--- config.mk ---
export PLATFORM = sky130hd
export DESIGN_NAME = cc_game_sequencer
export DESIGN_NICKNAME = d
export VERILOG_FILES = /design/src/rtl/cc_game_sequencer.sv
export SDC_FILE = /design/constraint.sdc
export NUM_CORES = 1
export LEC_CHECK = 0
export CAP_MARGIN = 25
export CORE_AREA = 2 2 39 41
export CTS_BUF_LIST = sky130_fd_sc_hd__clkbuf_4 sky130_fd_sc_hd__clkbuf_8
export DETAILED_ROUTE_END_ITERATION = 10
export DIE_AREA = 0 0 41 43
export MAX_ROUTING_LAYER = met4
export PLACE_DENSITY = 0.77
export SETUP_SLACK_MARGIN = 0.3
export SYNTH_ARGS = -nofsm -noshare
export SYNTH_HDL_FRONTEND = slang
export SYNTH_SLANG_ARGS = --single-unit
--- constraint.sdc ---
create_clock -name CC_GAME_SEQUENCER_CLOCK_50 -period 4 [get_ports CC_GAME_SEQUENCER_CLOCK_50]
set_input_delay 0.8 -clock CC_GAME_SEQUENCER_CLOCK_50 [delete_from_list [all_inputs] [get_ports CC_GAME_SEQUENCER_CLOCK_50]]
set_output_delay 0.8 -clock CC_GAME_SEQUENCER_CLOCK_50 [all_outputs]
set_load 0.01 [all_outputs]
--- src/rtl/cc_game_sequencer.sv ---
// Game-flow sequencer: IDLE/PLAY/LEVELUP/CRASH/GAMEOVER/CHAMPION.
// Define CC_GAME_SEQUENCER_WIN_DEBOUNCE_EN to require WIN_HOLD-cycle wins.
module cc_game_sequencer #(
  parameter int NUMBER_LEVELS = 4,
  parameter int NUMBER_LIVES  = 3,
  parameter int WIN_HOLD      = 4
) (
  input  logic       CC_GAME_SEQUENCER_CLOCK_50,
  input  logic       CC_GAME_SEQUENCER_RESET_InHigh,
  input  logic       CC_GAME_SEQUENCER_start_InLow,
  input  logic       CC_GAME_SEQUENCER_win_InLow,
  input  logic       CC_GAME_SEQUENCER_crash_InLow,
  output logic       CC_GAME_SEQUENCER_clear_OutHigh,
  output logic       CC_GAME_SEQUENCER_frogreset_OutHigh,
  output logic [2:0] CC_GAME_SEQUENCER_level_OutBus,
  output logic [2:0] CC_GAME_SEQUENCER_lives_OutBus,
  output logic [2:0] CC_GAME_SEQUENCER_state_OutBus,
  output logic       CC_GAME_SEQUENCER_run_OutHigh
);

  typedef enum logic [2:0] {
    S_IDLE     = 3'd0,
    S_PLAY     = 3'd1,
    S_LEVELUP  = 3'd2,
    S_CRASH    = 3'd3,
    S_GAMEOVER = 3'd4,
    S_CHAMPION = 3'd5
  } state_t;

  localparam logic [2:0] LAST_LEVEL = 3'(NUMBER_LEVELS - 1);
  localparam logic [2:0] FULL_LIVES = 3'(NUMBER_LIVES);

  logic clk;
  logic rst;
  logic start_n;
  logic win_n;
  logic crash_n;

  assign clk     = CC_GAME_SEQUENCER_CLOCK_50;
  assign rst     = CC_GAME_SEQUENCER_RESET_InHigh;
  assign start_n = CC_GAME_SEQUENCER_start_InLow;
  assign win_n   = CC_GAME_SEQUENCER_win_InLow;
  assign crash_n = CC_GAME_SEQUENCER_crash_InLow;

  state_t     state;
  state_t     state_nx;
  logic [2:0] level;
  logic [2:0] level_nx;
  logic [2:0] lives;
  logic [2:0] lives_nx;
  logic       clear;
  logic       clear_nx;
  logic       frog;
  logic       frog_nx;
  logic       run;
  logic       run_nx;
  logic       win_event;
  logic       in_play;

  assign in_play = (state == S_PLAY);

`ifdef CC_GAME_SEQUENCER_WIN_DEBOUNCE_EN
  localparam logic [7:0] HOLD_LAST = 8'(WIN_HOLD - 1);

  logic [7:0] win_cnt;
  logic [7:0] win_cnt_nx;

  // Count consecutive low PLAY cycles; the WIN_HOLD-th one is the event.
  always_comb begin
    win_event  = in_play && !win_n && (win_cnt == HOLD_LAST);
    win_cnt_nx = 8'd0;
    if (in_play && !win_n && !win_event) begin
      win_cnt_nx = win_cnt + 8'd1;
    end
  end

  always_ff @(posedge clk or posedge rst) begin
    if (rst) begin
      win_cnt <= 8'd0;
    end else begin
      win_cnt <= win_cnt_nx;
    end
  end
`else
  assign win_event = in_play && !win_n;
`endif

  always_comb begin
    state_nx = state;
    level_nx = level;
    lives_nx = lives;
    clear_nx = 1'b0;
    frog_nx  = 1'b0;
    case (state)
      S_IDLE: begin
        if (!start_n) begin
          state_nx = S_PLAY;
          level_nx = 3'd0;
          lives_nx = FULL_LIVES;
          clear_nx = 1'b1;
        end
      end
      S_PLAY: begin
        if (win_event) begin
          state_nx = S_LEVELUP;
        end else if (!crash_n) begin
          state_nx = S_CRASH;
        end
      end
      S_LEVELUP: begin
        if (level >= LAST_LEVEL) begin
          state_nx = S_CHAMPION;
        end else begin
          state_nx = S_PLAY;
          level_nx = level + 3'd1;
          clear_nx = 1'b1;
        end
      end
      S_CRASH: begin
        if (lives <= 3'd1) begin
          state_nx = S_GAMEOVER;
          lives_nx = 3'd0;
        end else begin
          state_nx = S_PLAY;
          lives_nx = lives - 3'd1;
          frog_nx  = 1'b1;
        end
      end
      S_GAMEOVER, S_CHAMPION: begin
        if (!start_n) begin
          state_nx = S_IDLE;
        end
      end
      default: begin
        state_nx = S_IDLE;
      end
    endcase
    run_nx = (state_nx == S_PLAY);
  end

  always_ff @(posedge clk or posedge rst) begin
    if (rst) begin
      state <= S_IDLE;
      level <= 3'd0;
      lives <= FULL_LIVES;
      clear <= 1'b0;
      frog  <= 1'b0;
      run   <= 1'b0;
    end else begin
      state <= state_nx;
      level <= level_nx;
      lives <= lives_nx;
      clear <= clear_nx;
      frog  <= frog_nx;
      run   <= run_nx;
    end
  end

  assign CC_GAME_SEQUENCER_clear_OutHigh     = clear;
  assign CC_GAME_SEQUENCER_frogreset_OutHigh = frog;
  assign CC_GAME_SEQUENCER_level_OutBus      = level;
  assign CC_GAME_SEQUENCER_lives_OutBus      = lives;
  assign CC_GAME_SEQUENCER_state_OutBus      = state;
  assign CC_GAME_SEQUENCER_run_OutHigh       = run;

endmodule

* Yosys cells after proc, flatten, opt, wreduce, memory -nomap -nowiden *
Index checks and enable logic that the tools add are counted.

storage, ports and cells
  output and inout port bits = 12
  bits in writable memories = 0
  ROM bits = 0
  logic and storage cells = 44
  memories kept = 0
  input port bits = 5
  register bits after elaboration = 12
  latch bits = 0

cells by class
  $add $sub $neg = 2
  $mul = 0
  bitwise operators = 0
  shift operators = 0
  multiplexer cells = 18
  divide/modulo/power cells = 0
  order comparisons = 2
  reductions and logical operators = 8
  equal/unequal tests = 8

operators with widths
  cell                   number
  $mux W3                10
  $pmux W3 S5            1
  $pmux W3 S2            2
  $eq A3 B1 Y1 const B   2
  $eq A3 B2 Y1 const B   2
  $eq A3 B3 Y1 const B   2
  $mux W1                4
  $ne A2 B2 Y1 const B   2
  $reduce_bool A2 Y1     2
  $add A3 B1 Y3 const B  1
  $ge A3 B2 Y1 const B   1
  $le A3 B1 Y1 const B   1
  $logic_not A3 Y1       1
  $reduce_and A3 Y1      1
  $sub A3 B1 Y3 const B  1
  $pmux W1 S2            1
  $reduce_and A2 Y1      1
  $reduce_or A2 Y1       1
  $logic_and A1 B1 Y1    1
  $logic_not A1 Y1       1

* Longest topological paths before layout *
Gate-level depths: netlist (run 1).

  depth in word-level cells = 5
  depth in mapped cells = 6
  gate-level depth less buffers = 6

* Worst setup path after synthesis (run 1) *
OpenSTA, ideal clock, no wires.

  path kind = register -> register
  start = register level[0], in the netlist CC_GAME_SEQUENCER_level_OutBus[0]
  end = register run, in the netlist CC_GAME_SEQUENCER_run_OutHigh
  arrival time = 1678 ps
  buffers on the path = 0
  period minus slack after synthesis = 1766 ps
  data required time = 3912 ps
  slack = 2234 ps
  cell stages (with the launch flop) = 7
  setup time = 88 ps
  cell sequence = dfrtp_1 > ha_1 > ha_1 > a2111oi_4 > nor3_1 > a32o_1 > nor3b_1

on the way
  word-level cells in the longest chain between the ends = 4

ends and longest elaborated chain
  what                    line  text
  start, declared         47    logic [2:0] level;
  start signal, assigned  151   level <= level_nx;
  $ge A3 B2 Y1            111   if (level >= LAST_LEVEL) begin
  $mux W3                 111
  $pmux W3 S5             94    case (state)
  net state_nx[2]         46    state_t state_nx;
  $eq A3 B1 Y1            138   run_nx = (state_nx == S_PLAY);
  net run_nx              56    logic run_nx;
  end signal, assigned    155   run <= run_nx;
  end, declared           55    logic run;

The timed path passes the listed nets, and every way through them passes these cells.
A chain may end at the register's enable or synchronous reset.

* Worst setup path after layout (run 1) *
  start = register state[0], in the netlist CC_GAME_SEQUENCER_state_OutBus[0]
  end = output port CC_GAME_SEQUENCER_state_OutBus[0]

RTL lines
  what                    line  text
  start, declared         45    state_t state;
  start signal, assigned  150   state <= state_nx;
  end, declared           17    output logic [2:0] CC_GAME_SEQUENCER_state_OutBus,

No word-level cell between the ends.

==> metrics.yaml, run 1 <==
status:
  outcome: "completed"
yosys:
  netlist_top_cells_count: "dfrtp_1 (10), inv_1 (5), nand2_1 (5), nand3_1 (5)"
  netlist_instances: 56
  synthDistinctLibCells: 27
  ys.warnings.count: 0
  synth_area_in_xor_xnor_pct: 0
  synth_top_flop_cell: "dfrtp_1"
  synthesized_cell_area_um2: 611
  post_synth_and_or_nand_nor_area_fraction_pct: 16.4
  synth_fp_nets: 65
  synth-edff-count: 0
  yosysSeqAreaShare_pct: 49.6
  post_synth_mux_area_share_pct: 0
  synth_top_cell_by_area: "dfrtp_1"
  dominant_cells_by_area_after_synthesis: "dfrtp_1 (41%), dfstp_2 (8.6%), ha_1 (8.2%), a2111oi_4 (4.5%), nand3_1 (4.1%)"
  synth.avg_cell_area_um2: 10.9
  synth_top_family_by_area: "compound AO/OA/AOI/OAI gates"
  synth_most_common_cell: "dfrtp_1"
  number_of_synthesized_register_bits: 12
  synth-compound-area-share_pct: 20.3
  synth_top_cell_area_share_pct: 41.0
  postSynth.asyncResetShare_pct: 100
  synthAdderAreaFrac_pct: 8.20
clock_network:
  cts.sinks: 12
  tritoncts.num_buffers: 3
  cts_tree: "yes"
  cts.htree.levels: 1
  cts-hold-fix-buffers: 0
  clock_tree.buffer_depth: 2
  cts.reportedPaths.clkPinSlew_ns: 0.08
  ctsResizeCount: 0
  clockRootBuffer: "clkbuf_4"
  insertion_delay_ns: 0.28
  post-cts-setup-buffers: 0
routing:
  vias_per_cell: 5.49
  drt_iter0_markers: 7
  detail-route-antenna-nets: 0
  vias_after_detailed_routing: 500
  drt-pass1-iter-count: 4
  detail_route.wirelength_um: 1200
  routedWlPerCell_um: 13.1
  drc: 0
sta:
  timing.slew.headroom_pct: 58.6
  max_freq_mhz: 442
  rsz0062_at_grt: "no"
  fin_hold_ws_ns: 0.561
  post-route-period-util_pct: 56.5
  finalHoldViolations: 0
  worstMarginPinSlew_ns: 0.606
  fin_skew_ns: 0.0128
  finalSetupViolCount: 0
  post-route-worst-setup-slack_ns: 1.74
  totalNegativeSetupSlack_ns: 0
  final-max-slew-violation-count: 0
  finalWorstPathRequiredPeriod_ns: 2.26
die:
  core_area_mm2: 0.00138
  floorplan.die.height_um: 43
  start_util_pct: 44.1
  die_area_mm2: 0.00176
  placement_rows: 14
  design.portCount: 17
  die_width_um: 41
setup_path:
  worst-setup-path-type: "flop to primary output"
  cell_with_the_largest_stage_delay_on_the_worst_path: "clkdlybuf4s50_1"
  critical_path.top_delay_family: "buffers and inverters"
  worst_reg2reg_path_startpoint: "CC_GAME_SEQUENCER_level_OutBus[0]"
  worst_setup_path_startpoint: "CC_GAME_SEQUENCER_state_OutBus[0]"
  worstPathMaxFanout: 11
  worst_path_largest_cell_delay_ns: 0.61
  critical_path.cell_chain: "clkdlybuf4s50_1"
  r2r_end: "CC_GAME_SEQUENCER_run_OutHigh"
  setup.worst_path.start_class: "flop"
  endpoint_kind: "primary output"
  cp_num_buf_inv: 1
  timing.reg2reg.setup_slack_ns: 2.17
  critical_path_required_ns: 3.20
  worstRegToRegCells: 6
  critical_path_arrival_ns: 1.46
global_route:
  globalRouteOverflowTotal: 0
  grt_antenna_before_repair: 0
  gr-usage-all-layers_pct: 18.0
  grt_start_max_net_pins: 13
  grt_pass1_vias: 467
  grt_first_pass_wirelength_um: 1990
pwr:
  p_per_area_mw_per_mm2: 838
  ir_drop_mv: 0.440
  cellLeakagePower_nw: 0.358
  post-layout-total-power_mw: 0.678
final_layout:
  finalNetCount: 85
  total_inserted_antenna_cells: 0
  layout_cells_sized_above_1_pct: 12.0
  synthToLayoutAreaGrowth_pct: 32.6
  fin_cells: 91
place:
  dpl_worst_slack_ns: 1.86
  numPlacedInstances: 87
  number_of_buffers_inserted_by_port_buffering: 16
  dp_hpwl_um: 913
  gp_congestion: 0.813
hold_path:
  holdPathEnd: "CC_GAME_SEQUENCER_lives_OutBus[2]"
  tightest_hold_check_type: "flop to flop"
  hold_depth: 1
  worst_hold_startpoint: "CC_GAME_SEQUENCER_lives_OutBus[2]"
run:
  drv_cap: 0
cells by family (layout without fill, tap and decap cells):
family	Yosys count	in the layout
buffers and inverters	7	26
adder cells (fa/ha/maj)	4	4
AO/OA/AOI/OAI	14	14
AND/OR/NAND/NOR	19	19
flip-flops	12	12
cells in the final DEF, fill, tap and decap left out, drive strengths merged, types with 2 or more instances in the layout:
master	instances
clkdlybuf4s50	16
dfrtp	10
inv	6
nand2	5
nand3	5
o21ai	4
ha	4
clkbuf	4
dfstp	2
nor2	2
a2111oi	2
per-stage QoR:
step / util [%] / cell area, µm²
2_1_floorplan: - / 611
3_3_place_gp: 56.3 / 779
3_5_place_dp: 56.3 / 779
4_1_cts: 58.5 / 810
5_1_grt: 58.5 / 810
6_report: 58.5 / 810
sequential cells by signal, summed over array words and instances (netlist names):
signal                               flops
CC_GAME_SEQUENCER_clear_OutHigh          1
CC_GAME_SEQUENCER_lives_OutBus           3
CC_GAME_SEQUENCER_level_OutBus           3
CC_GAME_SEQUENCER_state_OutBus           3
CC_GAME_SEQUENCER_frogreset_OutHigh      1
CC_GAME_SEQUENCER_run_OutHigh            1
where the power goes:
| part | internal (mW) | leakage (nW) | switching, mW |
|---|---|---|---|
| Sequential | 0.183 | 0.151 | 0.0703 |
| Combinational | 0.182 | 0.188 | 0.156 |
| Clock | 0.0455 | 0.0184 | 0.0414 |
worst max path at each step:
stage | endpoint | slack, ns | cells after the start
after floorplan | CC_GAME_SEQUENCER_run_OutHigh | 2.23 | 6
after global placement | CC_GAME_SEQUENCER_run_OutHigh | 1.90 | 3
after detailed placement | CC_GAME_SEQUENCER_lives_OutBus[2] | 1.86 | 4
after CTS | CC_GAME_SEQUENCER_state_OutBus[0] | 1.74 | 1
after global routing | CC_GAME_SEQUENCER_state_OutBus[0] | 1.69 | 1
final | CC_GAME_SEQUENCER_state_OutBus[0] | 1.74 | 1
cell type report:
type,instances,area (µm²)
inverters,6,22.5
flip-flops and latches,12,303
well taps,16,20.0
clock buffers,4,30.0
multi-input cells,37,274
repair buffers,16,160
fillers,124,574
layer usage:
metal	wire, µm	share of wire [%]	GRT usage (%)
met5	0	0	-
met4	38	3.2	12.0
met3	35	2.9	4.71
met2	559	47	25.0
met1	561	47	21.9
Note: power is estimated with default switching activity, not from simulation.
==> inputs of run 2 (changes only) <==
Settings changed: CORE_AREA 2 2 39 41 to not set, CORE_UTILIZATION set to 43, DIE_AREA 0 0 41 43 to not set, PLACE_DENSITY 0.77 to 0.76.
Clock period 4 ns to 1.81 ns, I/O delays scaled along.
==> run 2 against run 1 <==
  * Sequential power increased by 100%
  * Largest cell class is now multi-input gates
  * Sequential cell count is the same
  * Register-to-register slack worse by 2.0 ns
  * Critical path type is now flop to flop
  * Wire length is 39% higher
  * First-iteration DRC count is 130% higher
==> metrics.yaml, run 2 (synthesis results as in run 1) <==
run:
  drv_cap: 0  # unchanged
setup_path:
  worst-setup-path-type: "flop to flop"
  critical_path_arrival_ns: 1.80  # +0.34 ns
  setup.worst_path.start_class: "flop"
  critical_path_required_ns: 2.00  # -1.20 ns
  endpoint_kind: "flop"
  worstPathMaxFanout: 3  # -8
global_route:
  grt_start_max_net_pins: 13  # unchanged
  gr-usage-all-layers_pct: 25.3  # +7.4 points
  grt_first_pass_wirelength_um: 2440  # +22%
  globalRouteOverflowTotal: 0  # unchanged
  grt_pass1_vias: 532  # +14%
  grt_antenna_before_repair: 0  # unchanged
place:
  number_of_buffers_inserted_by_port_buffering: 16  # unchanged
  dp_hpwl_um: 915  # +0.15%
  gp_congestion: 0.745  # -8.4%
  dpl_worst_slack_ns: 0.116  # -1.75 ns
pwr:
  switching_share_of_power_pct: 39.3  # -0.16 points
  post-layout-total-power_mw: 1.85  # +170%
  ir_drop_mv: 1.14  # +160%
  power_frac_clock_pct: 11.5  # -1.3 points
  cellLeakagePower_nw: 0.490  # +37%
  p_per_area_mw_per_mm2: 1910  # +130%
  internal_power_mw: 1.12  # +170%
  pwr-share-comb_pct: 60.5  # +11 points
  netSwitchingPower_mw: 0.726  # +170%
  seqPwrFrac_pct: 28.1  # -9.3 points
final_layout:
  seq_area_um2: 309  # +2.1%
  filler_cell_count: 93  # -25%
  layout.cells.most_common: "buf_4"
  finalNetCount: 98  # +15%
  core_util_final_pct: 73.6  # +15 points
  multi_input_comb_area_um2: 330  # +21%
  layout_cells_sized_above_1_pct: 40.9  # +29 points
  synthToLayoutAreaGrowth_pct: 58.8
  final_cell_mix: "buf_4 (13), dlygate4sd2_1 (6)"
  total_inserted_antenna_cells: 0  # unchanged
clock_network:
  cts_tree: "yes"
  cts.sinks: 12  # unchanged
  cts.htree.levels: 1  # unchanged
  clockRootBuffer: "clkbuf_4"
  insertion_delay_ns: 0.27  # about the same
  tritoncts.num_buffers: 3  # unchanged
  clock_tree.buffer_depth: 2  # unchanged
  cts.reportedPaths.clkPinSlew_ns: 0.08  # about the same
die:
  start_util_pct: 46.3  # +2.2 points
  placement_rows: 13  # -1
  design.portCount: 17  # unchanged
  die_area_mm2: 0.00157  # -11%
  die_width_um: 39.7  # -3.2%
  core_area_mm2: 0.00132  # -4.8%
  floorplan.die.height_um: 39.7  # -7.7%
sta:
  post-route-period-util_pct: 89.2
  rsz0062_at_grt: "yes"
  fin_skew_ns: 0.00150  # -0.0113 ns
  finalSetupViolCount: 0  # unchanged
  finalHoldViolations: 0  # unchanged
  totalNegativeSetupSlack_ns: 0  # unchanged
  final-max-slew-violation-count: 0  # unchanged
  timing.slew.headroom_pct: 56.9  # -1.6 points
  finalWorstPathRequiredPeriod_ns: 1.61
  post-route-worst-setup-slack_ns: 0.196  # -1.54 ns
  worstMarginPinSlew_ns: 0.644  # +0.0383 ns
  max_freq_mhz: 619
routing:
  detail_route.wirelength_um: 1660  # +39%
  drc: 0  # unchanged
  drt_iter0_markers: 16  # +9
  vias_per_cell: 5.68  # +3.4%
  detail-route-antenna-nets: 0  # unchanged
  drt-pass1-iter-count: 6  # +2
  routedWlPerCell_um: 16.1  # +23%
  vias_after_detailed_routing: 585  # +17%
status:
  outcome: "completed"
hold_path:
  tightest_hold_check_type: "input pin to async pin"
-- run 2: repair_timing --
item	4_1_cts	5_1_grt
setup endpoints to repair	15	14
pin swaps	3	0
setup buffers	8	5
hold buffers	0	0
resized for setup	14	11
-- run 2: final timing paths --
check	cells past startpoint	slack [ns]	startpoint	end
setup / recovery	6	0.20	CC_GAME_SEQUENCER_level_OutBus[1]	CC_GAME_SEQUENCER_run_OutHigh
hold / removal	2	0.40	CC_GAME_SEQUENCER_RESET_InHigh	CC_GAME_SEQUENCER_lives_OutBus[2]
setup reg to reg	6	0.20	CC_GAME_SEQUENCER_level_OutBus[1]	CC_GAME_SEQUENCER_run_OutHigh
hold reg to reg	2	0.58	CC_GAME_SEQUENCER_lives_OutBus[2]	CC_GAME_SEQUENCER_lives_OutBus[2]
max in group asynchronous	2	1.06	CC_GAME_SEQUENCER_RESET_InHigh	CC_GAME_SEQUENCER_state_OutBus[0]
min in group CC_GAME_SEQUENCER_CLOCK_50	2	0.58	CC_GAME_SEQUENCER_lives_OutBus[2]	CC_GAME_SEQUENCER_lives_OutBus[2]
-- run 2: through the flow --
stage / hold slack, ns / instances / cell area [µm²]
floorplan: 0.225 / 56 / 638
global route: 0.449 / 103 / 970
CTS: 0.410 / 98 / 910
finish: 0.405 / 103 / 970
detailed placement: 0.538 / 86 / 806
global placement: 0.528 / 86 / 806
-- run 2: critical path, cell delays in order, from the launching register on --
cell and delay (ns):
dfrtp_2 0.44, ha_4 0.18, ha_4 0.16, a2111oi_4 0.28, nor3_2 0.07, a32o_2 0.25
nor3b_2 0.16
-- run 2: layout make-up --
type / count / share of cell area, %
Multi-Input combinational cell: 37 / 34.1
Tap cell: 15 / 1.94
Clock buffer: 4 / 3.74
Inverter: 6 / 2.32
Timing Repair Buffer: 29 / 26.1
Sequential cell: 12 / 31.9
-- run 2: routing by layer --
metal | global-route usage, % | vias to the layer above | share of wire (%)
met1 | 30.2 | 281 | 41
li1 | - | 275 | -
met2 | 40.2 | 21 | 51
met5 | - | - | 0
met4 | 12.9 | 0 | 3.7
met3 | 5.11 | 8 | 4.2
-- run 2: power groups by stage --
stage	registers [mW]	logic [mW]	clock network, mW
after floorplan	0.590	0.436	0
after global placement	0.575	0.746	0
after detailed placement	0.582	0.765	0
after CTS	0.528	0.937	0.217
after global routing	0.537	1.22	0.229
final	0.519	1.12	0.212
==> RTL change 1: new RTL, settings of run 2 <==
Build with the macro `CC_GAME_SEQUENCER_WIN_DEBOUNCE_EN` defined.
--- a/src/rtl/cc_game_sequencer.sv
+++ b/src/rtl/cc_game_sequencer.sv
@@ -1,5 +1,7 @@
 // Game-flow sequencer: IDLE/PLAY/LEVELUP/CRASH/GAMEOVER/CHAMPION.
 // Define CC_GAME_SEQUENCER_WIN_DEBOUNCE_EN to require WIN_HOLD-cycle wins.
+`define CC_GAME_SEQUENCER_WIN_DEBOUNCE_EN
+
 module cc_game_sequencer #(
   parameter int NUMBER_LEVELS = 4,
   parameter int NUMBER_LIVES  = 3,
Formal check against the unedited RTL: not equivalent (a bounded check fails within 4 cycles, from zero or initial values and one cycle with CC_GAME_SEQUENCER_RESET_InHigh high).
==> RTL change 1 against run 2 <==
- final cell count rose by 67%
- first-iteration DRC count rose by 13%
- synthesized cell count rose by 91%
- synthesized area rose by 76%
- worst setup slack improved by 0.0050 ns
- die area rose by 71%
- total power rose by 13%
- routed wire length rose by 65%
- sequential share of layout area rose by 0.72 points
- cell area rose by 61%
- via count rose by 63%
- sequential cell count rose by 8
==> RTL change 1: results (changes against run 2) <==
The combined area of the multi-input logic cells is 648.1 sq um (+96%), and the initial detailed-routing violation count is 18 (+2). The clock-pin slew reported for the worst setup and hold paths after clock tree synthesis works out to 0.11 ns (+0.03 ns). Aggregate routed wire length: 2732 microns (+65%). The final net count was 155 (+58%). The wire length of the first global-routing pass is 4471 microns (+83%). The storage element area was 509.2 sq um (+65%). The pin count of the biggest net entering global routing was 21 (+8); the insertion delay of the later-clocked pin in the worst-skew pair was 0.30 ns (+0.03 ns). The count of buffers not belonging to the clock network in the layout was 36 (+24%); the average cell area after synthesis was 10.02 sq um (-8.1%).

Complex-gate fraction of the synthesized area: 17.62% (-2.7 points). In the post-synthesis netlist, the biggest area contributors are sky130_fd_sc_hd__dfrtp_1, sky130_fd_sc_hd__ha_1, sky130_fd_sc_hd__dfstp_2. The kind of cell adding the most delay to the critical path was flip-flops. The run gives 172 (+67%) as the filler-free cell count of the finished design.

The total power divided by cell area is 1338 mW/mm^2 (-30%). Fraction of the mapped netlist area in adder cells: 5.834% (-2.4 points). Worst setup skew after layout: 0.003894 ns (+0.002390 ns).

The post-detailed-placement half-perimeter wirelength is 1705 microns (+86%). The total track usage is 23.76% (-1.6 points). The post-place instance area was 0.001339 sq mm (+66%). The share of layout cells above drive strength 1 was 40.28% (-0.63 points); the area growth from synthesis to layout was 45.74%.

The number of global-route vias before repair is 1000 (+88%). The logs give 76 (+110%) for the multi-input logic cell count and 56.3% (-4.2 points) for the fraction of power consumed by combinational cells. The flow ran to the end, and the final reports show no timing, DRC or antenna violations. The worst IR drop on VDD came out at 0.9983 mV (-12%).

The logs give 4 (-2) for the detailed-routing iteration count for the pre-antenna-repair pass and 0.07659 ns (-0.03898 ns) for the worst slack at placement. The synthesized flop and latch total came out at 20 (+8). The total via count after detailed routing was 952 (+63%).
==> RTL change 1: layer usage <==
| layer | wire length [microns] | vias to the layer above | track usage (%) |
|---|---|---|---|
| li1 | - | 460 | - |
| met1 | 1180 | 456 | 25.83 |
| met2 | 1381 | 25 | 39.53 |
| met3 | 99 | 11 | 5.848 |
| met4 | 70 | 0 | 13.06 |
| met5 | 0 | - | - |
==> RTL change 1: final timing paths <==
check	slack (ns)	to	cells past startpoint
setup / recovery	0.20	CC_GAME_SEQUENCER_level_OutBus[0]	5
hold / removal	0.36	win_cnt[0]	3
setup reg to reg	0.20	CC_GAME_SEQUENCER_level_OutBus[0]	5
hold reg to reg	0.58	win_cnt[7]	2
max in group asynchronous	1.18	CC_GAME_SEQUENCER_lives_OutBus[1]	3
min in group CC_GAME_SEQUENCER_CLOCK_50	0.58	win_cnt[7]	2
==> RTL change 2: new RTL, settings of run 2 <==
Without the edit above. Register the inputs `CC_GAME_SEQUENCER_start_InLow`, `CC_GAME_SEQUENCER_win_InLow` and `CC_GAME_SEQUENCER_crash_InLow` before use, without a reset. The logic sees them one clock later.
--- a/src/rtl/cc_game_sequencer.sv
+++ b/src/rtl/cc_game_sequencer.sv
@@ -30,6 +30,16 @@
   localparam logic [2:0] LAST_LEVEL = 3'(NUMBER_LEVELS - 1);
   localparam logic [2:0] FULL_LIVES = 3'(NUMBER_LIVES);
 
+  logic CC_GAME_SEQUENCER_start_InLow_q;
+  logic CC_GAME_SEQUENCER_win_InLow_q;
+  logic CC_GAME_SEQUENCER_crash_InLow_q;
+
+  always_ff @(posedge CC_GAME_SEQUENCER_CLOCK_50) begin
+    CC_GAME_SEQUENCER_start_InLow_q <= CC_GAME_SEQUENCER_start_InLow;
+    CC_GAME_SEQUENCER_win_InLow_q   <= CC_GAME_SEQUENCER_win_InLow;
+    CC_GAME_SEQUENCER_crash_InLow_q <= CC_GAME_SEQUENCER_crash_InLow;
+  end
+
   logic clk;
   logic rst;
   logic start_n;
@@ -38,9 +48,9 @@
 
   assign clk     = CC_GAME_SEQUENCER_CLOCK_50;
   assign rst     = CC_GAME_SEQUENCER_RESET_InHigh;
-  assign start_n = CC_GAME_SEQUENCER_start_InLow;
-  assign win_n   = CC_GAME_SEQUENCER_win_InLow;
-  assign crash_n = CC_GAME_SEQUENCER_crash_InLow;
+  assign start_n = CC_GAME_SEQUENCER_start_InLow_q;
+  assign win_n   = CC_GAME_SEQUENCER_win_InLow_q;
+  assign crash_n = CC_GAME_SEQUENCER_crash_InLow_q;
 
   state_t     state;
   state_t     state_nx;
Formal check against the unedited RTL: not equivalent (a bounded check fails within 4 cycles, from zero or initial values and one cycle with CC_GAME_SEQUENCER_RESET_InHigh high).
==> RTL change 2 against run 2 <==
- cell area rose by 9.3%
- highest routed layer unchanged
- total power fell by 2.3%
- worst setup slack improved by 0.10 ns
- critical path depth did not move
- synthesized area rose by 18%
- sequential cell count rose by 3
- global-route usage fell by 7.2 points
- routed wire length fell by 12%
==> RTL change 2: results (changes against run 2) <==
The tools report the post-route core utilization as 68.75% (-4.8 points). By area the synthesized netlist is led by sky130_fd_sc_hd__dfrtp_1, sky130_fd_sc_hd__dfxtp_1, sky130_fd_sc_hd__dfstp_2. The maximum fanout along the worst path was 6 (+3).

The tools report the wire length of the first global-routing pass as 2297 microns (-5.9%). The worst setup skew after layout is 0.004687 ns (+0.003183 ns), and the part of the Yosys area used for sequential elements is 50.52% (+0.93 points). The worst register-to-register path ends at CC_GAME_SEQUENCER_level_OutBus[1]. The share of flip-flops with an asynchronous set or reset is 80.00% (-20 points). Counting instances in the post-synthesis netlist gives the leading cell types as sky130_fd_sc_hd__dfrtp_1, sky130_fd_sc_hd__inv_1, sky130_fd_sc_hd__nand2_1. The number of nets produced by synthesis is 71 (+9.2%), and the initial detailed-routing violation count is 9 (-7).

The tools report the synthesized netlist cell count as 62 (+11%). The final net count was 104 (+6.1%); the share of layout cells above drive strength 1 was 40.43% (-0.48 points). Mux cell area share after synthesis: 1.394% (+1.4 points).

The smallest hold slack is 0.3844 ns (-0.02048 ns), and the number of buffers added by the clock tree synthesis step is 3 (unchanged). The post-synthesis cell type count was 31 (+15%). The logs give 0.30 ns (+0.10 ns) for the register-to-register setup slack and 15 (+3) for the clock net sink count. Endpoint arrival time on the critical path: 1.70 ns (-0.10 ns). The fraction of the mapped netlist area in adder cells works out to 6.969% (-1.2 points). The logs give 94 (+9.3%) for the placed cell count and 18.10% (-7.2 points) for the total track usage. The level count of the clock H-tree was 1 (unchanged); the total of fill cells in the finished design was 115 (+24%). The detailed-routing iteration count for the pre-antenna-repair pass is 4 (-2), and the post-detailed-placement half-perimeter wirelength is 932.6 microns (+2.0%). The logs give 0.29 ns (+0.02 ns) for the insertion delay of the later-clocked pin in the worst-skew pair and 907.1 sq um (+13%) for the post-place instance area. The flow ran to the end, and the final reports show no timing, DRC or antenna violations. The run gives 0.5439 nW (+11%) as the standby leakage power. The aggregate routed wire length is 1454 microns (-12%). In this run the critical register-to-register path is launched from CC_GAME_SEQUENCER_level_OutBus[0].

The complex-gate fraction of the synthesized area is 18.99% (-1.3 points), and the vias per cell is 5.191 (-8.6%). The worst slack at placement was 0.2295 ns (+0.1139 ns); the normalized max-slew margin was 68.22% (+11 points). The worst IR drop on VDD came out at 0.8424 mV (-26%). The average wire per cell in the routed design came out at 13.22 microns (-18%). The final critical-path required period is 1.511 ns (-0.1033 ns), and the weighted congestion reported at the end of routability-driven placement is 0.7671 (+3.0%). The path category of the worst min-delay check was input pin to async pin. Among cell families on the critical path, the largest total delay comes from flip-flops. The number of global-route vias before repair was 537 (+0.94%).
==> RTL change 2: cell types whose count changed after synthesis, sizes merged, moves of 2 or more <==
| cell | change |
|---|---|
| nand3 | -4 |
| o21ai | -2 |
| nor2 | +3 |
| o2bb2ai | +2 |
| a21oi | +2 |
| nand2 | +2 |
| dfxtp | +3 |
| a2111oi | -2 |
==> RTL change 2: power breakdown <==
part	leakage, nW	internal [mW]	switching, mW
Combinational	0.353	0.547	0.523
Clock	0.0177	0.0822	0.114
Sequential	0.173	0.471	0.0691
Total	0.544	1.10	0.706
==> RTL change 2: per-layer routing <==
layer,wire (microns),part of all wire (%),global-route usage (%)
met1,615,42,18.43
met4,27,1.9,7.500
met3,49,3.4,5.106
met2,762,52,32.12
met5,0,0,-
==> RTL change 2: worst register-to-register path: stages (launching register included) <==
cell and delay [ns]:
sky130_fd_sc_hd__dfrtp_2 0.44, sky130_fd_sc_hd__ha_4 0.17, sky130_fd_sc_hd__ha_4 0.15, sky130_fd_sc_hd__a211oi_4 0.20, sky130_fd_sc_hd__buf_4 0.17, sky130_fd_sc_hd__nand3b_4 0.10, sky130_fd_sc_hd__a31o_1 0.18
==> RTL change 2: final cells by class <==
type                    count  area (sq um)  area share, %
clock inverters             1         5.005         0.4723
repair buffers             29         246.5          23.26
inverters                   7         26.28          2.479
clock buffers               3         22.52          2.125
multi-input cells          39         372.9          35.18
flip-flops and latches     15         366.6          34.59
well taps                  16         20.02          1.889
==> RTL change 2: repair_timing <==
action / in CTS / in global routing
pin swaps: 5 / 2
cloned: 0 / 0
setup buffers: 8 / 4
resized for setup: 18 / 8
setup endpoints to repair: 14 / 9
==> RTL change 2: kinds of logic after synthesis <==
logic type	Yosys count
compound gates	15
fa+ha+maj	4
buf+inv	8
flops	15
mux	1
simple gates	19
